## src/rtl/sha256_msched.sv

```systemverilog
// rtl/sha256_msched.sv - Iterative SHA-256 message-schedule engine (optional abort port: SHA256_MSCHED_ABORT_EN)
module sha256_msched (
    input  logic        g_clk,
    input  logic        g_reset,
    input  logic        in_valid,
    output logic        in_ready,
    input  logic [31:0] in_word,
    output logic        out_valid,
    input  logic        out_ready,
    output logic [31:0] out_word,
    output logic [5:0]  out_idx,
    output logic        out_last
`ifdef SHA256_MSCHED_ABORT_EN
    ,
    input  logic        abort
`endif
);

    typedef enum logic {
        LOAD   = 1'b0,
        EXPAND = 1'b1
    } state_t;

    state_t      state;
    state_t      state_nxt;

    // Sliding window: win[0] is W[t], win[15] is W[t+15]
    logic [31:0] win [16];
    logic [3:0]  lcnt;
    logic [5:0]  t;

    logic        kill;
    logic        in_hs;
    logic        out_hs;
    logic [31:0] next_word;

`ifdef SHA256_MSCHED_ABORT_EN
    assign kill = abort;
`else
    assign kill = 1'b0;
`endif

    function automatic logic [31:0] ror32(input logic [31:0] x, input int unsigned n);
        return (x >> n) | (x << (32 - n));
    endfunction

    function automatic logic [31:0] sigma0(input logic [31:0] x);
        return ror32(x, 7) ^ ror32(x, 18) ^ (x >> 3);
    endfunction

    function automatic logic [31:0] sigma1(input logic [31:0] x);
        return ror32(x, 17) ^ ror32(x, 19) ^ (x >> 10);
    endfunction

    // Handshakes are qualified by the registered state only, so no output
    // depends combinationally on in_valid or out_ready.
    assign in_hs     = (state == LOAD) && in_valid;
    assign out_hs    = (state == EXPAND) && out_ready;

    // Expansion word appended at the top of the window on every shift; words
    // past W63 are still computed but never reach out_word.
    assign next_word = sigma1(win[14]) + win[9] + sigma0(win[1]) + win[0];

    assign out_word  = win[0];
    assign out_idx   = t;

    // State register
    always_ff @(posedge g_clk) begin
        if (g_reset) begin
            state <= LOAD;
        end else begin
            state <= state_nxt;
        end
    end

    // Next-state and handshake outputs
    always_comb begin
        state_nxt = state;
        in_ready  = 1'b0;
        out_valid = 1'b0;
        out_last  = 1'b0;
        case (state)
            LOAD: begin
                in_ready = 1'b1;
                if (in_hs && (lcnt == 4'd15)) begin
                    state_nxt = EXPAND;
                end
            end
            EXPAND: begin
                out_valid = 1'b1;
                out_last  = (t == 6'd63);
                if (out_hs && (t == 6'd63)) begin
                    state_nxt = LOAD;
                end
            end
            default: begin
                state_nxt = LOAD;
            end
        endcase
        if (kill) begin
            state_nxt = LOAD;
        end
    end

    // Window, load counter and output index
    always_ff @(posedge g_clk) begin
        if (g_reset) begin
            lcnt <= 4'd0;
            t    <= 6'd0;
            for (int i = 0; i < 16; i++) begin
                win[i] <= 32'd0;
            end
        end else if (kill) begin
            // Abandon the block; stale window contents are overwritten by the next load
            lcnt <= 4'd0;
            t    <= 6'd0;
        end else begin
            if (in_hs) begin
                win[lcnt] <= in_word;
                lcnt      <= lcnt + 4'd1;
                if (lcnt == 4'd15) begin
                    t <= 6'd0;
                end
            end
            if (out_hs) begin
                for (int i = 0; i < 15; i++) begin
                    win[i] <= win[i + 1];
                end
                win[15] <= next_word;
                t       <= (t == 6'd63) ? 6'd0 : t + 6'd1;
            end
        end
    end

endmodule

```

## config.mk

```make
export PLATFORM = sky130hd
export DESIGN_NAME = sha256_msched
export DESIGN_NICKNAME = d
export VERILOG_FILES = /design/src/rtl/sha256_msched.sv
export SDC_FILE = /design/constraint.sdc
export NUM_CORES = 1
export LEC_CHECK = 0
export CAP_MARGIN = 20
export CORE_MARGIN = 2
export CORE_UTILIZATION = 45
export DETAILED_ROUTE_END_ITERATION = 7
export HOLD_SLACK_MARGIN = 0.02
export SLEW_MARGIN = 20
export SYNTH_ARGS = -nofsm -noshare
export SYNTH_HDL_FRONTEND = slang
export SYNTH_SLANG_ARGS = --single-unit
export TNS_END_PERCENT = 5
```

## constraint.sdc

```tcl
create_clock -name g_clk -period 6.6 [get_ports g_clk]
set_clock_uncertainty 0.2 [all_clocks]
set_input_delay 0.66 -clock g_clk [delete_from_list [all_inputs] [get_ports g_clk]]
set_output_delay 0.66 -clock g_clk [all_outputs]
set_load 0.03 [all_outputs]
```

* Word-level counts from Yosys, hierarchy flattened
Memory sizes are Yosys's and may differ from the RTL's. Cells that the tools add are included.
Storage, ports and cells: register bits after elaboration 11, output and inout port bits 41, memories 1, RAM bits 512, logic and storage cells 81
Operators by class: mux-type cells 37, add/sub/neg operators 5, bitwise logic cells 25, equal/unequal tests 2, reduce and logical (&&, ||, !) cells 8
Memories:
- win | depth 16, width 32, rd ports 16, clocked after memory_dff 0, write ports 16, line 28 | logic [31:0] win [16];
Operator list (number):
- $mux W32 | 17
- $add A32 B32 Y32 | 3
- $xor A32 B32 Y32 | 2
- $or A13 B32 Y32 | 1
- $or A14 B32 Y32 | 1
- $or A15 B32 Y32 | 1
- $or A25 B32 Y32 | 1
- $reduce_or A32 Y1 | 1
- $xor A32 B22 Y32 | 1
- $xor A32 B29 Y32 | 1
- $mux W6 | 4
- $or A1 B1 Y1 | 16
- $mux W1 | 14
- $add A6 B1 Y6 const B | 1
- $eq A6 B6 Y1 const B | 1
- $add A4 B1 Y4 const B | 1
- $eq A4 B4 Y1 const B | 1
- $logic_and A1 B1 Y1 | 4
- $mux W4 | 1
- $reduce_bool A2 Y1 | 2
- $pmux W1 S2 | 1
- $reduce_and A2 Y1 | 1
- $not A1 Y1 | 1

* Depth between registers and ports, before layout
An unclocked memory read counts as a cell.
depth in word-level cells 8, gate-level depth with buffers 16, mapped depth without buffers 16

* Worst setup path before layout
Ideal clock, no wire load.
path type input-to-reg, start point input in_valid, end point memory win[7][0], enable pin, data required time 5.934 ns, data arrival time 3.525 ns, buffers on the path 0, cell stages on the path 4, setup slack 2.409 ns, path through nor2b_4 > and2_1 > nand2_1 > o21ai_0
RTL lines:
- start, declared | line 5 | input logic in_valid,
- end, declared | line 28

==> key figures <==
Worst hold path
  • Hold path depth: 1
  • Worst min path class: register to register

STA
  • Crit path time final: 4730 ps
  • Final Hold Fails: 0
  • Unrepaired setup endpoints after global routing: no
  • Max transition margin: 0.194
  • Least-Margin Pin Slew: 1200 ps
  • Final Max Tran Viols: 0
  • Setup TNS: 0 ps
  • Fmax: 211 MHz
  • Hold slack: 319 ps
  • Final worst slack: 1870 ps
  • Final period util: 0.717
  • Setup violators final: 0

Layout
  • Commonest non-fill, non-tap cell in the layout: edfxtp_1
  • Design area: 30000 sq um
  • Nets: 2354
  • Final core utilization: 0.511
  • Most frequent cells in the layout: edfxtp_1 (512), nand2_1 (373), a22o_1 (322)
  • Share of layout cells above drive strength 1: 0.0807
  • Post-Layout Cell Count: 3041
  • Area Growth Syn to Fin: 12.5%

Power
  • Clock share of power: 0.262
  • VDD IR-drop max: 0.232 mV
  • Seq pwr share: 0.369
  • Combinational power share: 0.369
  • Total chip power: 11.7 mW
  • Cell Int Power: 7.38 mW
  • Static Leakage: 10.9 nW
  • Switching part of the total: 0.371
  • P per Cell Area: 391 nW/um^2
  • Switch Pwr: 4.35 mW

Route
  • Drt pass-1 iters: 5
  • DRC viols: 0
  • Drt wl/cell: 28.3 microns
  • Initial DRC Count: 2030
  • ANT nets after route: 0
  • Via density: 5.97
  • Total Routed Length: 86100 microns
  • Total number of vias: 18200

Clock network
  • Sink Count: 523
  • CTS clk-pin slew, worst paths: 60 ps
  • Number of CTS-inserted buffers: 55
  • Worst-Skew Late Latency: 640 ps
  • Root buf cell: clkbuf_16
  • CTS Hold Bufs: 0
  • Post-CTS Setup Inserts: 0
  • Htree depth: 2
  • Clk buf depth: 3
  • CTS tree: done
  • PostCTS Resize Cnt: 0

Critical path
  • Worst setup path start: win[14][15]
  • WP data required: 6770 ps
  • End of the worst register-to-register path: win[15][16]
  • Worst Path Max Fanout: 6
  • Worst Path Arrival: 4900 ps
  • CP endpoint kind: register
  • Crit path launch type: register
  • Worst setup path end: win[15][16]
  • Critical path class: register to register
  • Crit Reg-Reg Startpoint: win[14][15]
  • Register-to-Register Setup Slack: 1870 ps
  • FF-to-FF path depth: 14

GRT
  • Initial antenna violation count: 3
  • Largest net degree at the start of global routing: 154
  • GRT Total Usage: 0.282
  • Global-route wire length before repair: 124000 microns
  • Vias in the first global route: 17500
  • Global route overflow: 0

Placed design
  • DP HPWL: 58800 microns
  • Placed Area: 28200 sq um
  • Input/output buffers: 76
  • Dpl cells: 2932
  • Routability cong.: 0.923
  • Worst slack, placed: 1860 ps

Floorplanning
  • Core ar.: 58800 sq um
  • Die footprint: 61300 sq um
  • I/O pin count: 77
  • Die width: 248 microns
  • # rows: 89
  • Die Ht: 248 microns
  • Initial Utilization: 0.454

Outcome
  • Outcome: finished clean

Synth
  • Synth warn: 0
  • Synth Cell Area: 26700 sq um
  • Ys async rst share: 0
  • Unique masters post-synth: 69
  • Main combinational cell family by area after synthesis: compound AO/OA/AOI/OAI gates
  • Post-synthesis compound-gate area fraction: 0.173
  • Syn avg cell area: 11.9 sq um
  • Post-synthesis adder-cell area fraction: 0.0634
  • Register area share after synthesis: 0.584
  • Post-Synthesis Cells: 2242
  • Flops & latches, synth: 523
  • Mux share of post-synthesis cell area: 0.000750
  • Syn_nets: 2376
  • Synth Area in Simple Gates: 0.0757
  • Post-synth top flop: edfxtp_1
  • Post-synthesis xor/xnor area fraction: 0.0486
  • EDFF count, synth: 512

Flow run
  • Max cap viols: 0
-- Yosys cell counts (all sizes together) (10+ instances only) --
cell type,count,share of area
fa,62,0.046
a21o,11,0.0031
nor3,13,0.0032
nor2,46,0.0070
dfxtp,11,0.0082
clkbuf,80,0.011
xor2,28,0.0092
nand2,374,0.053
buf,125,0.022
xnor2,120,0.039
nand4,10,0.0023
ha,36,0.017
edfxtp,512,0.58
a21oi,33,0.0066
o21ai,219,0.041
a22o,322,0.11
inv,150,0.021
-- routing by layer --
metal	track usage	part of all wire	up-vias	wire, microns
met3	0.0541	0.078	121	6710
met4	0.0763	0.028	0	2450
met1	0.395	0.43	9270	37000
met5	0	0	-	0
li1	-	-	8042	-
met2	0.453	0.46	729	39900
-- sequential cells by signal, indices dropped and copies added (netlist names) --
register	flops
win	512
lcnt	4
out_idx	6
state	1
-- logic make-up (layout without fill, tap and decap cells) --
group	after synthesis	in the layout
other cells	0	1
buf+inv	355	380
flops	523	523
compound gates	631	631
xor+xnor	148	148
simple gates	485	485
mux	2	2
fa+ha+maj	98	98
-- final cells by class --
| type | count | area (sq um) |
|---|---|---|
| diodes | 1 | 2.50 |
| clock buffers | 66 | 1420 |
| clock inverters | 38 | 344 |
| repair buffers | 126 | 1280 |
| multi-input cells | 1364 | 9860 |
| well taps | 773 | 967 |
| flip-flops and latches | 523 | 15600 |
| inverters | 150 | 566 |
| fillers | 5113 | 28800 |
-- worst max-delay path, stage by stage (launching register included) --
cell and delay [ps]:
edfxtp_1 590, xnor2_1 210, xnor2_1 170, fa_1 500
inv_1 50, fa_1 480, inv_1 50, ha_1 390
a21o_2 300, a31oi_2 210, a21oi_2 150, o41ai_4 540
o21ai_1 170, xnor2_1 320, o21ai_0 120
-- power groups by stage --
| stage | registers (mW) | logic [mW] | clock network, mW |
|---|---|---|---|
| 2_1_floorplan | 4.26 | 2.98 | 0 |
| 3_3_place_gp | 4.38 | 4.26 | 0 |
| 3_5_place_dp | 4.37 | 4.26 | 0 |
| 4_1_cts | 4.31 | 4.30 | 3.10 |
| 5_1_grt | 4.34 | 4.70 | 3.23 |
| 6_report | 4.33 | 4.33 | 3.07 |
-- worst min-delay path by stage --
stage                             to        from  slack (ps)
final                      win[1][8]   win[2][8]         320
after global routing      win[3][19]  win[4][19]         340
after CTS                  win[1][8]   win[2][8]         320
after detailed placement  win[3][26]  win[4][26]         320
after global placement    out_idx[5]  out_idx[5]         310
after floorplan            win[3][0]   win[4][0]         310
No activity file was read; power rests on OpenSTA's default activity.
